===== config.mk =====
export PLATFORM = sky130hd
export DESIGN_NAME = i2c_config_sequencer
export DESIGN_NICKNAME = d
export VERILOG_FILES = /design/src/rtl/i2c_pkg.sv /design/src/rtl/i2c_config_sequencer.sv
export SDC_FILE = /design/constraint.sdc
export NUM_CORES = 1
export LEC_CHECK = 0
export ABC_AREA = 1
export CAP_MARGIN = 0
export CORE_UTILIZATION = 40
export DETAILED_ROUTE_END_ITERATION = 7
export GPL_TIMING_DRIVEN = 0
export SLEW_MARGIN = 40
export SYNTH_ARGS = -nofsm -noshare
export SYNTH_HDL_FRONTEND = slang
export SYNTH_SLANG_ARGS = --single-unit

===== constraint.sdc =====
create_clock -name clk -period 1.8 [get_ports clk]
set_input_delay 0.27 -clock clk [delete_from_list [all_inputs] [get_ports clk]]
set_output_delay 0.27 -clock clk [all_outputs]
set_load 0.01 [all_outputs]

===== src/rtl/i2c_pkg.sv =====
`default_nettype none
// ============================================================================
//  Module   : i2c_pkg
//  Purpose  : Shared constants for the I2C configuration sequencer: state
//             encoding, table-entry field positions, end marker and byte
//             indices within one 3-byte register write.
//  Revision : 1.0 - initial release
// ============================================================================
package i2c_pkg;

    // Sequencer states
    localparam logic [2:0] ST_IDLE      = 3'd0;
    localparam logic [2:0] ST_FETCH     = 3'd1;
    localparam logic [2:0] ST_CHECK     = 3'd2;
    localparam logic [2:0] ST_SEND      = 3'd3;
    localparam logic [2:0] ST_WAIT_DONE = 3'd4;
    localparam logic [2:0] ST_GAP       = 3'd5;

    // Table entry layout {dev, reg, val}
    localparam int DEV_MSB = 23;
    localparam int DEV_LSB = 16;
    localparam int REG_MSB = 15;
    localparam int REG_LSB = 8;
    localparam int VAL_MSB = 7;
    localparam int VAL_LSB = 0;

    // Device-address byte that terminates the table
    localparam logic [7:0] END_MARKER_DEFAULT = 8'hFF;

    // Position of the byte currently on tx_data within a transaction
    localparam logic [1:0] BYTE_DEV = 2'd0;
    localparam logic [1:0] BYTE_REG = 2'd1;
    localparam logic [1:0] BYTE_VAL = 2'd2;

endpackage
`default_nettype wire


===== src/rtl/i2c_config_sequencer.sv =====
`default_nettype none
// ============================================================================
//  Module   : i2c_config_sequencer
//  Purpose  : Walks a table of 3-byte I2C register writes and feeds them,
//             one byte per request, to the byte-level I2C transmitter, with
//             an inter-transaction gap and a per-transaction watchdog.
//  Revision : 1.0 - initial release
// ============================================================================
module i2c_config_sequencer
    import i2c_pkg::*;
#(
    parameter int         TBL_AW         = 5,
    parameter int         GAP_CYCLES     = 400,
    parameter int         TIMEOUT_CYCLES = 20000,
    parameter logic [7:0] END_MARKER     = END_MARKER_DEFAULT
)(
    input  logic              clk,
    input  logic              rst,
    input  logic              start,
    output logic [TBL_AW-1:0] tbl_addr,
    input  logic [23:0]       tbl_data,
    output logic [7:0]        tx_data,
    output logic              tx_data_ready,
    output logic              tx_en,
    input  logic              tx_data_req,
    input  logic              tx_done,
    output logic              busy,
    output logic              done,
    output logic              error,
    output logic [TBL_AW:0]   entry_cnt
);

    localparam int GAP_W  = $clog2(GAP_CYCLES + 1);
    localparam int WDOG_W = $clog2(TIMEOUT_CYCLES + 1);
    localparam logic [GAP_W-1:0]  GAP_LAST  = GAP_W'(GAP_CYCLES - 1);
    localparam logic [WDOG_W-1:0] WDOG_LAST = WDOG_W'(TIMEOUT_CYCLES - 1);
    localparam logic [TBL_AW:0]   CNT_MAX   = {1'b1, {TBL_AW{1'b0}}};
    localparam logic [TBL_AW-1:0] ADDR_MAX  = {TBL_AW{1'b1}};

    logic [2:0]        state;
    logic [2:0]        state_nxt;
    logic [1:0]        byte_idx;
    logic [GAP_W-1:0]  gap_cnt;
    logic [WDOG_W-1:0] wdog_cnt;
    logic [7:0]        ent_reg;
    logic [7:0]        ent_val;

    logic in_xfer;
    logic wdog_expired;
    logic table_end;
    logic last_byte;
    logic gap_end;

    // entry_cnt MSB set means every slot has been written: stop even without a marker
    assign in_xfer      = (state == ST_SEND) || (state == ST_WAIT_DONE);
    assign wdog_expired = in_xfer && (wdog_cnt == WDOG_LAST);
    assign table_end    = (tbl_data[DEV_MSB:DEV_LSB] == END_MARKER) || entry_cnt[TBL_AW];
    assign last_byte    = (byte_idx == BYTE_VAL);
    assign gap_end      = (gap_cnt == GAP_LAST);

    // State register
    always_ff @(posedge clk or posedge rst) begin
        if (rst) begin
            state <= ST_IDLE;
        end else begin
            state <= state_nxt;
        end
    end

    // Next-state logic; watchdog expiry takes priority over transmitter events
    always_comb begin
        state_nxt = state;
        case (state)
            ST_IDLE:      if (start) state_nxt = ST_FETCH;
            ST_FETCH:     state_nxt = ST_CHECK;
            ST_CHECK:     state_nxt = table_end ? ST_IDLE : ST_SEND;
            ST_SEND: begin
                if (wdog_expired) begin
                    state_nxt = ST_IDLE;
                end else if (tx_data_req && last_byte) begin
                    state_nxt = ST_WAIT_DONE;
                end
            end
            ST_WAIT_DONE: begin
                if (wdog_expired) begin
                    state_nxt = ST_IDLE;
                end else if (tx_done) begin
                    state_nxt = ST_GAP;
                end
            end
            ST_GAP:       if (gap_end) state_nxt = ST_FETCH;
            default:      state_nxt = ST_IDLE;
        endcase
    end

    // Handshake outputs decoded from state so they follow reset immediately
    always_comb begin
        tx_en         = in_xfer;
        tx_data_ready = (state == ST_SEND);
        busy          = (state != ST_IDLE);
    end

    // Datapath: table pointer, byte shifter, counters and status flags
    always_ff @(posedge clk or posedge rst) begin
        if (rst) begin
            tbl_addr  <= '0;
            tx_data   <= '0;
            byte_idx  <= BYTE_DEV;
            gap_cnt   <= '0;
            wdog_cnt  <= '0;
            ent_reg   <= '0;
            ent_val   <= '0;
            done      <= 1'b0;
            error     <= 1'b0;
            entry_cnt <= '0;
        end else begin
            done <= 1'b0;
            case (state)
                ST_IDLE: begin
                    if (start) begin
                        tbl_addr  <= '0;
                        entry_cnt <= '0;
                        error     <= 1'b0;
                    end
                end
                ST_CHECK: begin
                    if (table_end) begin
                        done <= 1'b1;
                    end else begin
                        tx_data  <= tbl_data[DEV_MSB:DEV_LSB];
                        ent_reg  <= tbl_data[REG_MSB:REG_LSB];
                        ent_val  <= tbl_data[VAL_MSB:VAL_LSB];
                        byte_idx <= BYTE_DEV;
                        wdog_cnt <= '0;
                    end
                end
                ST_SEND: begin
                    wdog_cnt <= wdog_cnt + WDOG_W'(1);
                    if (wdog_expired) begin
                        error <= 1'b1;
                    end else if (tx_data_req) begin
                        // Transmitter takes the current byte on this edge
                        case (byte_idx)
                            BYTE_DEV: begin
                                tx_data  <= ent_reg;
                                byte_idx <= BYTE_REG;
                            end
                            BYTE_REG: begin
                                tx_data  <= ent_val;
                                byte_idx <= BYTE_VAL;
                            end
                            default: ;
                        endcase
                    end
                end
                ST_WAIT_DONE: begin
                    wdog_cnt <= wdog_cnt + WDOG_W'(1);
                    if (wdog_expired) begin
                        error <= 1'b1;
                    end else if (tx_done) begin
                        if (entry_cnt != CNT_MAX) begin
                            entry_cnt <= entry_cnt + (TBL_AW+1)'(1);
                        end
                        // Hold at the last slot rather than wrapping back to 0
                        if (tbl_addr != ADDR_MAX) begin
                            tbl_addr <= tbl_addr + TBL_AW'(1);
                        end
                        gap_cnt <= '0;
                    end
                end
                ST_GAP: begin
                    gap_cnt <= gap_cnt + GAP_W'(1);
                end
                default: ;
            endcase
        end
    end

endmodule
`default_nettype wire


==> load_flow_metrics.sql, run 1 <==
INSERT INTO impl_metrics (metric_group, metric, value, unit) VALUES
('sta', 'setup_ws', '0.0840', 'ns'),
('setup_path', 'timing.critical_path.buf_inv', '4', ''),
('sta', 'timing.final.setup_violations', '0', ''),
('synth', 'ys_types', '43', ''),
('drt', 'wire_per_inst', '13.1', 'um'),
('final_layout', 'utilization', '53.3', '%'),
('sta', 'worst_slew_pin_slew', '0.360', 'ns'),
('sta', 'fin_skew', '0.00993', 'ns'),
('setup_path', 'timing.critical_path.from_type', 'flop', ''),
('die', 'die_area', '0.00941', 'mm2'),
('final_layout', 'syn2layout_area_growth', '28.7', '%'),
('die', 'initial_core_util', '41.4', '%'),
('clock_network', 'cts-buffers-inserted', '9', ''),
('setup_path', 'worstPathArrival', '1.45', 'ns'),
('sta', 'slew_viol_final', '0', ''),
('sta', 'hold_viol', '0', ''),
('sta', 'clock.fmax', '583', 'MHz'),
('die', 'boundaryPins', '53', ''),
('drt', 'initialDrtViolationCount', '85', ''),
('drt', 'route.detailed.drc', '0', ''),
('clock_network', 'clk_transition_reported_paths', '0.07', 'ns'),
('sta', 'layout_min_cycle_time', '1.72', 'ns'),
('clock_network', 'clock-sinks', '66', ''),
('synth', 'synth_seq_area_share', '45.7', '%'),
('synth', 'syn_area', '0.00361', 'mm2'),
('setup_path', 'critical-path-slowest-cell', 'sky130_fd_sc_hd__dfrtp_2', ''),
('synth', 'yosysWarnings', '0', ''),
('clock_network', 'root_buffer_cell', 'sky130_fd_sc_hd__clkbuf_8', ''),
('die', 'die_w', '97.0', 'um'),
('global_route', 'globalRouteTotalUtil', '19.1', '%'),
('die', 'core_area', '0.00872', 'mm2'),
('final_layout', 'layout-drive-gt1-share', '14.3', '%'),
('power', 'p_total', '0.00626', 'W'),
('setup_path', 'critical_path.cell_chain', 'inv_2, nand3_4, buf_8, inv_6, clkdlybuf4s15_2', ''),
('setup_path', 'crit_fanout', '10', ''),
('setup_path', 'critical-path-max-stage-delay', '0.42', 'ns'),
('synth', 'syn_avg_cell_area', '8.15', 'um2'),
('final_layout', 'fin_nets', '549', ''),
('drt', 'drt_pass1_iterations', '4', ''),
('global_route', 'grt_start_max_net_pins', '22', ''),
('power', 'vdd.ir_drop.worst', '0.598', 'mV'),
('drt', 'routed_wirelength', '8.24', 'mm'),
('synth', 'syn-num-nets', '478', ''),
('clock_network', 'ctsHoldBuffers', '0', ''),
('clock_network', 'tritoncts', 'built', ''),
('place', 'place.detailed.instances', '606', ''),
('sta', 'maxSlewHeadroom', '75.9', '%'),
('synth', 'ys_ff_latch', '66', ''),
('sta', 'final_min_period_over_clock_period', '95.3', '%'),
('setup_path', 'reg2reg_setup_slack', '0.09', 'ns'),
('final_layout', 'fin_cells', '627', ''),
('final_layout', 'fillCellCount', '825', ''),
('clock_network', 'clock_latency', '0.34', 'ns'),
('setup_path', 'worst_path_top_cell_family_by_delay', 'buffers and inverters', ''),
('global_route', 'antenna_found_initial', '0', ''),
('drt', 'vias', '3178', ''),
('place', 'routabilityCongestion', '0.800', ''),
('global_route', 'grt-ovfl-total', '0', ''),
('sta', 'rsz_0062_raised_after_global_routing', 'true', ''),
('flow_run', 'maxCapViolations', '0', ''),
('setup_path', 'worstSetupPathType', 'flop to output pin', ''),
('place', 'dp.final_hpwl', '6.03', 'mm'),
('final_layout', 'number_of_flip_flops_in_the_largest_register', '15', ''),
('final_layout', 'largestRegisters', 'wdog_cnt: 15 flops, gap_cnt: 9 flops', ''),
('place', 'place_ws', '-0.160', 'ns'),
('synth', 'synthCells', '443', ''),
('place', 'port-buffer-count', '52', ''),
('setup_path', 'worst_setup_path_end_kind', 'output pin', ''),
('power', 'power_per_cell_area', '1350', 'mW/mm2'),
('global_route', 'first_global_vias', '3073', ''),
('final_layout', 'largest_register', 'wdog_cnt', ''),
('drt', 'antenna_left', '0', ''),
('die', 'die_extent_in_y', '97.0', 'um'),
('global_route', 'grt_first_pass_wirelength', '14.6', 'mm'),
('final_layout', 'antenna-diode-count', '0', ''),
('power', 'static-leakage-power', '2.18', 'nW'),
('clock_network', 'clock_path_buffers', '2', ''),
('status', 'outcome', 'complete, no violations', ''),
('die', 'fp-row-count', '34', ''),
('clock_network', 'cts_htree_levels', '3', ''),
('drt', 'route.detailed.vias_per_inst', '5.07', ''),
('setup_path', 'cp_data_required_time', '1.53', 'ns'),
('hold_path', 'worst_hold_path_type', 'primary input to asynchronous set/reset pin', '');
-- final timing paths --
check / start / to / depth (start not counted)
worst max-delay path: state[2] / tx_data_ready / 5
worst min-delay path: rst / tbl_addr[0] / 2
worst max register to register: state[2] / ent_val[2] / 6
worst min register to register: ent_val[5] / ent_val[5] / 1
max in group asynchronous: rst / tx_data[2] / 5
min in group clk: ent_val[5] / ent_val[5] / 1
-- what timing repair did --
action	in CTS	in global routing
resized for setup	8	15
setup endpoints to repair	3	41
hold endpoints to repair	0	0
cloned	0	0
setup buffers	4	1
pin swaps	1	1
-- cells by family (layout without fill, tap and decap cells) --
logic type	after synthesis	in the layout	synth area share (%)
compound gates	40	40	6.62
fa+ha+maj	6	6	2.08
xor+xnor	5	5	1.21
flops	66	66	45.7
buf+inv	54	130	7.07
simple gates	260	260	33.3
mux	12	12	4.05
-- Yosys cell counts, drive strengths merged --
cell type	instances	area share [%]
xor2	4	0.97
o211ai	4	0.83
and3	1	0.17
nand3b	2	0.42
nor3	7	1.4
a21oi	16	2.3
o32ai	1	0.24
inv	45	4.9
nor3b	2	0.42
o21ai	11	1.6
or2	4	0.69
nand4	15	3.0
a22o	1	0.24
o22ai	3	0.52
o31ai	1	0.21
ha	6	2.1
nand2	135	15
nand3	48	7.2
xnor2	1	0.24
mux2	12	4.1
buf	9	2.2
a21boi	1	0.21
dfrtp	66	46
a22oi	2	0.42
nor2	46	5.1
-- layout by cell type, fill, tap and decap left out, types with 2 or more instances in the layout --
master / count
sky130_fd_sc_hd__buf_6: 4
sky130_fd_sc_hd__buf_16: 2
sky130_fd_sc_hd__ha_1: 5
sky130_fd_sc_hd__clkbuf_8: 11
sky130_fd_sc_hd__inv_1: 34
sky130_fd_sc_hd__nor3_4: 2
sky130_fd_sc_hd__mux2_1: 9
sky130_fd_sc_hd__buf_4: 7
sky130_fd_sc_hd__o22ai_1: 3
sky130_fd_sc_hd__o21ai_0: 7
sky130_fd_sc_hd__nand2_4: 4
sky130_fd_sc_hd__nand3b_1: 2
sky130_fd_sc_hd__dfrtp_2: 2
sky130_fd_sc_hd__mux2_4: 3
sky130_fd_sc_hd__nand3_1: 43
sky130_fd_sc_hd__clkbuf_1: 3
sky130_fd_sc_hd__a22oi_1: 2
sky130_fd_sc_hd__dlygate4sd2_1: 2
sky130_fd_sc_hd__inv_2: 8
sky130_fd_sc_hd__nor2_4: 2
sky130_fd_sc_hd__clkdlybuf4s50_1: 49
sky130_fd_sc_hd__nor2_2: 3
sky130_fd_sc_hd__nand4_1: 14
sky130_fd_sc_hd__dfrtp_1: 64
sky130_fd_sc_hd__nand2_1: 128
sky130_fd_sc_hd__or2_2: 4
sky130_fd_sc_hd__nand2_2: 3
sky130_fd_sc_hd__nand3_4: 2
sky130_fd_sc_hd__a21oi_1: 15
sky130_fd_sc_hd__nor2_1: 41
sky130_fd_sc_hd__nor3b_1: 2
sky130_fd_sc_hd__o21ai_1: 3
sky130_fd_sc_hd__nand3_2: 3
sky130_fd_sc_hd__nor3_1: 5
sky130_fd_sc_hd__xor2_1: 4
sky130_fd_sc_hd__o211ai_1: 4
-- layer usage --
| layer | track usage [%] | vias up | share of wire [%] |
|---|---|---|---|
| met4 | 5.86 | 0 | 1.5 |
| li1 | - | 1595 | - |
| met1 | 26.3 | 1496 | 47 |
| met2 | 29.7 | 75 | 46 |
| met3 | 4.41 | 12 | 5.6 |
| met5 | 0 | - | 0 |
-- power by group --
| group | switching, W | internal, W | total [W] |
|---|---|---|---|
| Combinational | 0.00152 | 0.00117 | 0.00269 |
| Sequential | 0.000345 | 0.00194 | 0.00229 |
| Clock | 0.000572 | 0.000716 | 0.00129 |
-- final cells by class --
cell class	count	area, um2	share of cell area [%]
Buffer	9	87.6	1.88
Clock buffer	14	163	3.50
Clock inverter	2	35.0	0.754
Inverter	45	180	3.88
Multi-Input combinational cell	323	1760	37.9
Sequential cell	66	1650	35.6
Tap cell	108	135	2.91
Timing Repair Buffer	60	632	13.6
-- through the flow --
stage | TNS (ns) | hold WS (ns) | cell area [um2]
after floorplan | 0 | 0.402 | 3620
after global placement | -8.99 | 0.473 | 4270
after detailed placement | -2.69 | 0.483 | 4350
after CTS | 0 | 0.248 | 4580
after global routing | -0.00461 | 0.269 | 4650
final | 0 | 0.240 | 4650
Note: power is estimated with default switching activity, not from simulation.
==> run 2: changes to the inputs <==
Settings changed: CORE_MARGIN from default to 5, CORE_UTILIZATION 40 to 49, PLACE_DENSITY from default to 0.76.
==> load_flow_metrics.sql, run 2 (same netlist as run 1, synthesis figures left out) <==
INSERT INTO impl_metrics (metric_group, metric, value, unit) VALUES
('status', 'outcome', 'complete, no violations', ''),
('clock_network', 'clock_latency', '0.35', 'ns'),
('global_route', 'grt_start_max_net_pins', '20', ''),
('power', 'comb_power_share', '41.6', '%'),
('die', 'fp-row-count', '31', ''),
('sta', 'layout_min_cycle_time', '1.70', 'ns'),
('setup_path', 'worstPathArrival', '1.43', 'ns'),
('setup_path', 'critical-path-slowest-cell', 'sky130_fd_sc_hd__dfrtp_2', ''),
('hold_path', 'worst_hold_path_type', 'primary input to asynchronous set/reset pin', ''),
('sta', 'worst_slew_pin_slew', '0.434', 'ns'),
('global_route', 'globalRouteTotalUtil', '20.0', '%'),
('place', 'routabilityCongestion', '0.887', ''),
('final_layout', 'antenna-diode-count', '0', ''),
('sta', 'fin_skew', '0.00774', 'ns'),
('clock_network', 'cts_htree_levels', '3', ''),
('final_layout', 'number_of_flip_flops_in_the_largest_register', '15', ''),
('power', 'vdd.ir_drop.worst', '0.694', 'mV'),
('place', 'dp.final_hpwl', '6.06', 'mm'),
('die', 'core_area', '0.00721', 'mm2'),
('die', 'die_w', '95.9', 'um'),
('die', 'die_extent_in_y', '95.9', 'um'),
('final_layout', 'layout-drive-gt1-share', '14.8', '%'),
('sta', 'timing.final.setup_violations', '0', ''),
('final_layout', 'largest_register', 'wdog_cnt', ''),
('setup_path', 'crit_fanout', '5', ''),
('final_layout', 'final_cell_area', '0.00464', 'mm2'),
('sta', 'slew_viol_final', '0', ''),
('power', 'static-leakage-power', '2.17', 'nW'),
('final_layout', 'final_cell_mix', 'sky130_fd_sc_hd__nand2_1, sky130_fd_sc_hd__dfrtp_1, sky130_fd_sc_hd__clkdlybuf4s50_1', ''),
('flow_run', 'maxCapViolations', '0', ''),
('setup_path', 'timing.critical_path.buf_inv', '2', ''),
('global_route', 'antenna_found_initial', '0', ''),
('sta', 'rsz_0062_raised_after_global_routing', 'false', ''),
('clock_network', 'root_buffer_cell', 'sky130_fd_sc_hd__clkbuf_8', ''),
('setup_path', 'worst_setup_path_end_kind', 'output pin', ''),
('sta', 'totalNegativeSetupSlack', '0', 'ns'),
('power', 'power_report.internal_total', '0.00391', 'W'),
('drt', 'drt_pass1_iterations', '5', ''),
('clock_network', 'clk_transition_reported_paths', '0.08', 'ns'),
('power', 'power.sequential.fraction', '36.0', '%'),
('final_layout', 'fin_nets', '549', ''),
('clock_network', 'clock-sinks', '66', ''),
('drt', 'route.detailed.vias_per_inst', '5.28', ''),
('die', 'boundaryPins', '53', ''),
('setup_path', 'timing.critical_path.from_type', 'flop', ''),
('drt', 'routed_wirelength', '8.46', 'mm'),
('drt', 'route.detailed.drc', '0', ''),
('setup_path', 'critical-path-max-stage-delay', '0.42', 'ns'),
('drt', 'wire_per_inst', '13.7', 'um'),
('power', 'switching_share', '38.4', '%'),
('global_route', 'grt_first_pass_wirelength', '14.3', 'mm'),
('sta', 'maxSlewHeadroom', '71.0', '%'),
('drt', 'antenna_left', '0', ''),
('setup_path', 'worstSetupPathType', 'flop to output pin', ''),
('setup_path', 'critical_path.cell_chain', 'buf_4, nand2_2, nand2_4, dlygate4sd2_1', ''),
('drt', 'vias', '3264', ''),
('power', 'power_per_cell_area', '1370', 'mW/mm2'),
('global_route', 'first_global_vias', '3147', ''),
('clock_network', 'tritoncts', 'built', ''),
('sta', 'final_min_period_over_clock_period', '94.7', '%'),
('place', 'port-buffer-count', '52', ''),
('place', 'detailed_place.area', '0.00434', 'mm2'),
('final_layout', 'largestRegisters', 'wdog_cnt: 15 flops, gap_cnt: 9 flops', ''),
('power', 'p_sw', '0.00244', 'W'),
('die', 'initial_core_util', '50.1', '%'),
('setup_path', 'cp_data_required_time', '1.53', 'ns'),
('sta', 'clock.fmax', '587', 'MHz'),
('final_layout', 'layout_commonest_cell', 'sky130_fd_sc_hd__nand2_1', ''),
('final_layout', 'syn2layout_area_growth', '28.4', '%'),
('power', 'p_clk_share', '22.4', '%'),
('sta', 'hold_slack', '0.270', 'ns'),
('clock_network', 'clock_path_buffers', '2', ''),
('clock_network', 'cts-buffers-inserted', '9', ''),
('global_route', 'grt-ovfl-total', '0', ''),
('power', 'p_total', '0.00634', 'W'),
('setup_path', 'worst_path_top_cell_family_by_delay', 'buffers and inverters', ''),
('die', 'die_area', '0.00919', 'mm2'),
('drt', 'initialDrtViolationCount', '141', ''),
('sta', 'hold_viol', '0', '');
[run 2: cell types whose count changed in the layout (fill, tap and decap cells not counted), sizes merged]
cell           delta
clkdlybuf4s15     -1
bufinv            +1
buf               +2
clkinv            +2
clkbuf            -5
clkinvlp          +1
[run 2: final timing paths]
kind	start	end	slack (ns)	cells after the start
setup / recovery	state[2]	tx_en	0.1	4
hold / removal	rst	tbl_addr[0]	0.27	2
setup reg to reg	state[0]	wdog_cnt[12]	0.12	7
hold reg to reg	ent_reg[0]	ent_reg[0]	0.50	1
max in group asynchronous	rst	state[0]	0.93	4
min in group clk	ent_reg[0]	ent_reg[0]	0.50	1
[run 2: cell type report]
cell class | count | area, um2
repair buffers | 60 | 637
flip-flops and latches | 66 | 1660
clock inverters | 6 | 90.1
inverters | 45 | 180
multi-input cells | 323 | 1740
well taps | 99 | 124
plain buffers | 9 | 78.8
fillers | 624 | 2580
clock buffers | 10 | 138
[run 2: stage by stage]
step           cells  util, %  setup WS (ns)
2_1_floorplan    443        -          0.240
3_3_place_gp     594     59.1         -0.120
3_5_place_dp     597     60.2         -0.176
4_1_cts          615     63.6         0.0130
5_1_grt          618     64.3        0.00343
6_report         618     64.3         0.0962
[run 2: power by group through the flow]
| stage | clock, W | combinational, W | sequential [W] |
|---|---|---|---|
| floorplan | 0 | 0.00167 | 0.00228 |
| global placement | 0 | 0.00243 | 0.00230 |
| detailed placement | 0 | 0.00251 | 0.00231 |
| CTS | 0.00144 | 0.00255 | 0.00228 |
| global route | 0.00151 | 0.00295 | 0.00235 |
| finish | 0.00142 | 0.00264 | 0.00229 |
[run 2: worst reg2reg max path: cells and delay by family, from the launching register on]
kind	cells	cell delay (ns)
flops	1	0.46
simple gates	4	0.54
buf+inv	3	0.58
[run 2: per-layer routing]
metal	global-route usage, %	part of all wire [%]
met5	0	0
met4	5.69	1.6
met3	5.86	6.0
met2	32.3	48
met1	26.3	45
[run 2: repair_timing]
| item | 4_1_cts | 5_1_grt |
|---|---|---|
| setup endpoints to repair | 3 | 21 |
| buffers inserted | 2 | 3 |
| pin swaps | 2 | 5 |
| resized for setup | 7 | 10 |
| gates cloned | 0 | 0 |
| hold buffers | 0 | 0 |
